--- config.mk ---
export PLATFORM = sky130hd
export DESIGN_NAME = mul4_seq
export DESIGN_NICKNAME = d
export VERILOG_FILES = /design/src/rtl/mul4_seq.sv
export SDC_FILE = /design/constraint.sdc
export NUM_CORES = 1
export LEC_CHECK = 0
export CELL_PAD_IN_SITES_DETAIL_PLACEMENT = 2
export CELL_PAD_IN_SITES_GLOBAL_PLACEMENT = 2
export CORE_MARGIN = 2
export CORE_UTILIZATION = 31
export CTS_CLUSTER_SIZE = 28
export DETAILED_ROUTE_END_ITERATION = 16
export GPL_ROUTABILITY_DRIVEN = 0
export HOLD_SLACK_MARGIN = 0.1
export PLACE_DENSITY = 0.86
export RECOVER_POWER = 50
export REMOVE_ABC_BUFFERS = 1
export SYNTH_ARGS = -nofsm -noshare
export SYNTH_HDL_FRONTEND = slang
export SYNTH_SLANG_ARGS = --single-unit
--- constraint.sdc ---
create_clock -name clk -period 2.18 [get_ports clk]
set_input_delay 0.436 -clock clk [delete_from_list [all_inputs] [get_ports clk]]
set_output_delay 0.436 -clock clk [all_outputs]
set_load 0.01 [all_outputs]
--- src/rtl/mul4_seq.sv ---
// Sequential 4x4 unsigned shift-and-add multiplier; writes the product out as two nibble strobes.
// Optional feature: define MUL4_SEQ_OVF_FLAG_EN to drive ovf during the high-nibble write.
module mul4_seq (
    input  logic       clk,
    input  logic       reset,
    input  logic [3:0] A,
    input  logic [3:0] B,
    input  logic       start,
    output logic [3:0] Out,
    output logic       enable_lo,
    output logic       enable_hi,
    output logic       busy,
    output logic       done,
    output logic       ovf
);

    typedef enum logic [1:0] {
        IDLE,
        CALC,
        WRLO,
        WRHI
    } state_t;

    state_t     state;
    logic [3:0] a_reg;
    logic [3:0] b_reg;
    logic [7:0] acc;
    logic [7:0] acc_nxt;
    logic [1:0] cnt;

    always_comb begin
        acc_nxt = acc;
        if (b_reg[cnt]) begin
            acc_nxt = acc + ({4'b0000, a_reg} << cnt);
        end
    end

    // Outputs are registered alongside the state transition, so each one is
    // valid for exactly the cycle its state is held (Moore timing preserved).
    always_ff @(posedge clk or posedge reset) begin
        if (reset) begin
            state     <= IDLE;
            a_reg     <= '0;
            b_reg     <= '0;
            acc       <= '0;
            cnt       <= '0;
            Out       <= '0;
            enable_lo <= 1'b0;
            enable_hi <= 1'b0;
            busy      <= 1'b0;
            done      <= 1'b0;
`ifdef MUL4_SEQ_OVF_FLAG_EN
            ovf       <= 1'b0;
`endif
        end else begin
            case (state)
                IDLE: begin
                    if (start) begin
                        a_reg <= A;
                        b_reg <= B;
                        acc   <= '0;
                        cnt   <= '0;
                        busy  <= 1'b1;
                        state <= CALC;
                    end
                end
                CALC: begin
                    acc <= acc_nxt;
                    cnt <= cnt + 2'd1;
                    if (cnt == 2'd3) begin
                        Out       <= acc_nxt[3:0];
                        enable_lo <= 1'b1;
                        state     <= WRLO;
                    end
                end
                WRLO: begin
                    Out       <= acc[7:4];
                    enable_lo <= 1'b0;
                    enable_hi <= 1'b1;
                    done      <= 1'b1;
`ifdef MUL4_SEQ_OVF_FLAG_EN
                    ovf       <= (acc[7:4] != 4'h0);
`endif
                    state     <= WRHI;
                end
                WRHI: begin
                    Out       <= '0;
                    enable_hi <= 1'b0;
                    done      <= 1'b0;
                    busy      <= 1'b0;
`ifdef MUL4_SEQ_OVF_FLAG_EN
                    ovf       <= 1'b0;
`endif
                    state     <= IDLE;
                end
                default: begin
                    state <= IDLE;
                end
            endcase
        end
    end

`ifndef MUL4_SEQ_OVF_FLAG_EN
    assign ovf = 1'b0;
`endif

endmodule

* Yosys cells after proc, flatten, opt, wreduce, memory -nomap -nowiden
Index checks and enable logic that the tools add are counted.
Storage, ports and cells: logic and storage cells 51, output and inout port bits 9, flip-flop bits (word level) 27
Operators by class: muxes and demuxes 17, magnitude comparators 1, reduce and logical (&&, ||, !) cells 13, shift operators 1, $add $sub $neg 2, equality and inequality tests 7
Operators by type and width (number):
- $mux W8 | 2
- $pmux W8 S2 | 1
- $pmux W4 S3 | 1
- $reduce_and A2 Y1 | 6
- $add A8 B8 Y8 | 1
- $pmux W2 S4 | 1
- $reduce_bool A2 Y1 | 4
- $shl A4 B2 Y8 | 1
- $eq A2 B2 Y1 const B | 3
- $mux W2 | 3
- $ne A2 B2 Y1 const B | 3
- $pmux W1 S2 | 3
- $mux W4 | 1
- $pmux W2 S2 | 1
- $lt A2 B3 Y1 const B | 1
- $mux W1 | 3
- $reduce_and A3 Y1 | 1
- $reduce_bool A3 Y1 | 1
- $add A2 B1 Y2 const B | 1
- $bmux W1 S2 | 1
- $eq A2 B1 Y1 const B | 1
- $logic_not A2 Y1 | 1

* Logic depth before layout (Yosys ltp)
depth after elaboration 5, gate-level depth with buffers 10, depth with buffers taken out 9

* Least setup slack after synthesis
Ideal clock, no wire load.
path type reg2reg, from register cnt[1], to register Out[3], arrival time 2.322 ns, cell stages (with the launch flop) 10, setup slack -0.207 ns, cell sequence dfrtp_1 > clkbuf_1 > mux2i_1 > o22ai_1 > ha_1 > and3_1 > o21ai_0 > a31oi_1 > o311ai_0 > o21a_1
Between the ends: cells in the longest elaborated chain, start to end 5
RTL lines:
- start: declaration | line 29 | logic [1:0] cnt;
- start signal: assignment | line 69 | cnt <= cnt + 2'd1;
- $shl A4 B2 Y8 / $bmux W1 S2 (equally long branches) | line 34, 33
- $add A8 B8 Y8 / $mux W1 (equally long branches) | line 34, 33
- $mux W8 | line 33 | if (b_reg[cnt]) begin
- $mux W4 | line 70 | if (cnt == 2'd3) begin
- $pmux W4 S3 | line 56 | case (state)
- end signal: assignment | line 71 | Out <= acc_nxt[3:0];
- end signal: assignment | line 77 | Out <= acc[7:4];
- end: declaration | line 9 | output logic [3:0] Out,
Parallel ways exist; a longest one is shown, timed or not. The select of a mux whose other input is x is not followed. A chain may end at the register's enable or synchronous reset.

* Worst setup path after layout
from register cnt[0], to register acc[3]
Between the ends: cells in the longest elaborated chain, start to end 4
RTL lines:
- $shl A4 B2 Y8 / $bmux W1 S2 (equally long branches) | line 34, 33
- $add A8 B8 Y8 / $mux W1 (equally long branches) | line 34, 33
- $mux W8 * | line 33
- $pmux W8 S2 * | line 56
- end signal: assignment | line 68 | acc <= acc_nxt;
- end: declaration | line 27 | logic [7:0] acc;
Every way passes the cells marked *; elsewhere a longest branch is shown, timed or not. The select of a mux whose other input is x is not followed.

==> run summary <==
Startpoint types - register
Area grow syn2layout - 43.5%
Status - complete, but fails checks
Part of the power in registers - 20.6%
Final nets - 251
Routed WL - 6.15 mm
Slew @ Worst Pin - 1510 ps
P_sw - 2.19 mW
Grt total ovfl - 0
Hold path start - Out[3]
Sink Count - 27
Fin Setup TNS - -393 ps
Post-synth ARST share - 100%
Failing checks - capacitance limit, slew limit, setup timing
First-pass GRT wire length - 8.31 mm
Max cap viols - 1
Detailed Place HPWL - 3.61 mm
Area of the multi-input gates - 0.00114 sq mm
Initial antenna violation count - 0
Fin crit period - 2280 ps
Synth area leader - dfrtp_1
First-pass iteration count of the detailed router - 4
Relative slew slack - -0.345%
PwrDens - 1970 mW/mm^2
Avg Inst Size Synth - 9.58 sq um
Most common flop cell mapped by yosys - dfrtp_1
Die Wd - 78.0 microns
Avg WL per Cell - 20.8 microns
# diodes - 0
Crit path DAT - 2420 ps
# rows - 26
CP required - 2320 ps
FF-to-FF End - acc[3]
Reg2reg start - cnt[0]
Fin Clk Skew - 1.75 ps
Post-synth cell types - 40
Cell Area, Synth - 0.00170 sq mm
Leakage - 1.08 nW
I/O Pins - 20
CP Class - reg -> reg
Root Buffer - clkbuf_8
Pint - 2.62 mW
DRC Markers - 0
Clk_lat worst skew - 280 ps
Share of cells above drive strength 1 - 32.9%
Fin area - 0.00243 sq mm
Hold EP - Out[3]
Die Ht - 78.0 microns
R2R cell count - 9
Syn Inst Count - 177
Largest register by flop count - acc
Register Area - 678 sq um
YS warnings - 0
DR vias - 1587
Min-delay worst type - reg -> reg
Placeable Area - 0.00520 sq mm
CTS tree - yes
Count leader, synth - dfrtp_1
Hold depth - 1
Area after DPL - 0.00202 sq mm
# hold bufs at CTS - 0
Antenna Violating Nets Remaining - 0
Number of flip-flops in the largest register - 8
Initial core utilization - 32.6%
Worst-path maximum fanout - 5
GRT Overall Usage - 17.7%
Combinational power share - 73.1%
Sw frac - 45.5%
RSZ-0062 raised after global routing - yes
Post-synth EDFFs - 0
Final Hold Fails - 0
Initial DRC Count - 56
Vias per inst - 5.38
Die area - 0.00608 sq mm
Vias in the first global route - 1664
Setup slack after layout - -97.9 ps
Max Freq - 439 MHz
Slew Viols, Final - 27
Post-synth top area share - 39.9%
Post-synthesis sequential area ratio - 39.9%
Flops & latches, synth - 27
Clock H-tree levels - 1
Worst-path clk slew - 100 ps
Max clock buf depth - 2
Final setup vio count - 7
Post-synth top cells - 27 x dfrtp_1, 19 x nor2_1, 17 x nand2_1, 15 x o21ai_0, 13 x ha_1
Clock power frac - 6.4%
Top cells by area, synth - dfrtp_1 40%, ha_1 9.6%, mux2_2 6.0%
TritonCTS Buffers - 3
Reg2reg setup slack - -100 ps
Largest net degree at the start of global routing - 28
CP Capture Type - register
Final worst-path cycle share - 104%
IO buf count - 18
Maximum VDD drop - 0.614 mV
Fillers - 560
[cell families (layout without fill, tap and decap cells)]
| kind of cell | count (synthesis) | after routing | share of synthesized area (%) |
|---|---|---|---|
| DFF | 27 | 27 | 39.9 |
| buffers and inverters | 16 | 63 | 4.50 |
| other | 1 | 1 | 0.221 |
| muxes | 17 | 18 | 11.7 |
| and+or+nand+nor | 51 | 51 | 13.4 |
| AOI/OAI and AO/OA | 47 | 47 | 17.5 |
| xor gates and xnor gates | 4 | 4 | 2.07 |
| adders and majority gates | 14 | 14 | 10.8 |
[critical path: stages, from the launching register on]
cell and delay (ps):
dfrtp_2 460, buf_4 150, mux2i_1 130, nor2_2 190, ha_1 270, and3_4 190, or3_4 370, nand3_2 100
o21a_1 130, o221ai_1 140
[cells in the final DEF, fill, tap and decap left out, types with 2 or more instances in the layout]
cell             Yosys  layout
a21oi_2              0       4
mux2i_2              1       2
o211ai_1             2       2
a21oi_1             11       6
buf_4                2      28
a21o_1               2       2
nand2_1             17      16
dfrtp_2              0       2
nor2_2               0       2
a31oi_1              2       2
nor3_1               3       2
o21ai_0             15      11
nor2b_1              3       3
ha_1                13      11
o21ai_2              0       2
buf_6                1       5
a22o_1               3       3
clkbuf_8             0       3
mux2_2               9       8
dfrtp_1             27      25
and3_1               3       2
o21a_1               4       4
mux2i_1              6       4
ha_4                 0       2
clkdlybuf4s50_1      0      18
inv_1                7       7
nor2_1              19      16
xnor2_1              3       2
[layout make-up]
type	instances	area share, %
multi-input combinational	135	47.0
tap	70	3.60
timing repair buffer	52	18.5
clock inverter	1	0.206
inverter	7	1.08
clock buffer	3	1.70
sequential	27	27.9
[layer usage]
metal / wire [microns] / GRT usage [%] / vias to the layer above
li1: - / - / 725
met1: 2470 / 20.2 / 811
met2: 3270 / 33.6 / 34
met3: 154 / 1.86 / 17
met4: 250 / 6.32 / 0
met5: 0 / 0 / -
[power by group through the flow]
| stage | Clock, mW | Combinational, mW | Sequential (mW) |
|---|---|---|---|
| after floorplan | 0 | 1.41 | 0.957 |
| after global placement | 0 | 2.17 | 0.924 |
| after detailed placement | 0 | 2.30 | 0.946 |
| after CTS | 0.317 | 2.57 | 0.938 |
| after global routing | 0.343 | 3.80 | 1.02 |
| final | 0.305 | 3.51 | 0.988 |
[worst max-delay path by stage]
| stage | start | endpoint |
|---|---|---|
| finish | cnt[0] | acc[3] |
| global route | cnt[0] | acc[7] |
| CTS | cnt[1] | Out[3] |
| detailed placement | cnt[1] | acc[3] |
| global placement | cnt[1] | Out[3] |
| floorplan | cnt[1] | Out[3] |
[per-stage QoR]
stage	utilization [%]	hold slack, ps	worst slack (ps)	std cells	power (mW)
6_report	46.8	526	-97.9	295	4.80
3_3_place_gp	38.8	484	-48.3	270	3.09
5_1_grt	46.8	548	-187	295	5.16
2_1_floorplan	-	474	-69.6	168	2.37
3_5_place_dp	38.8	493	-187	270	3.25
4_1_cts	41.1	517	-40.4	279	3.82
[timing repair]
action,4_1_cts,5_1_grt
endpoints found under the setup margin,9,10
buffers inserted,5,16
resized for setup,11,35
cloned,0,1
endpoints found under the hold margin,0,0
pin swaps,8,26
No activity file was read; power rests on OpenSTA's default activity.
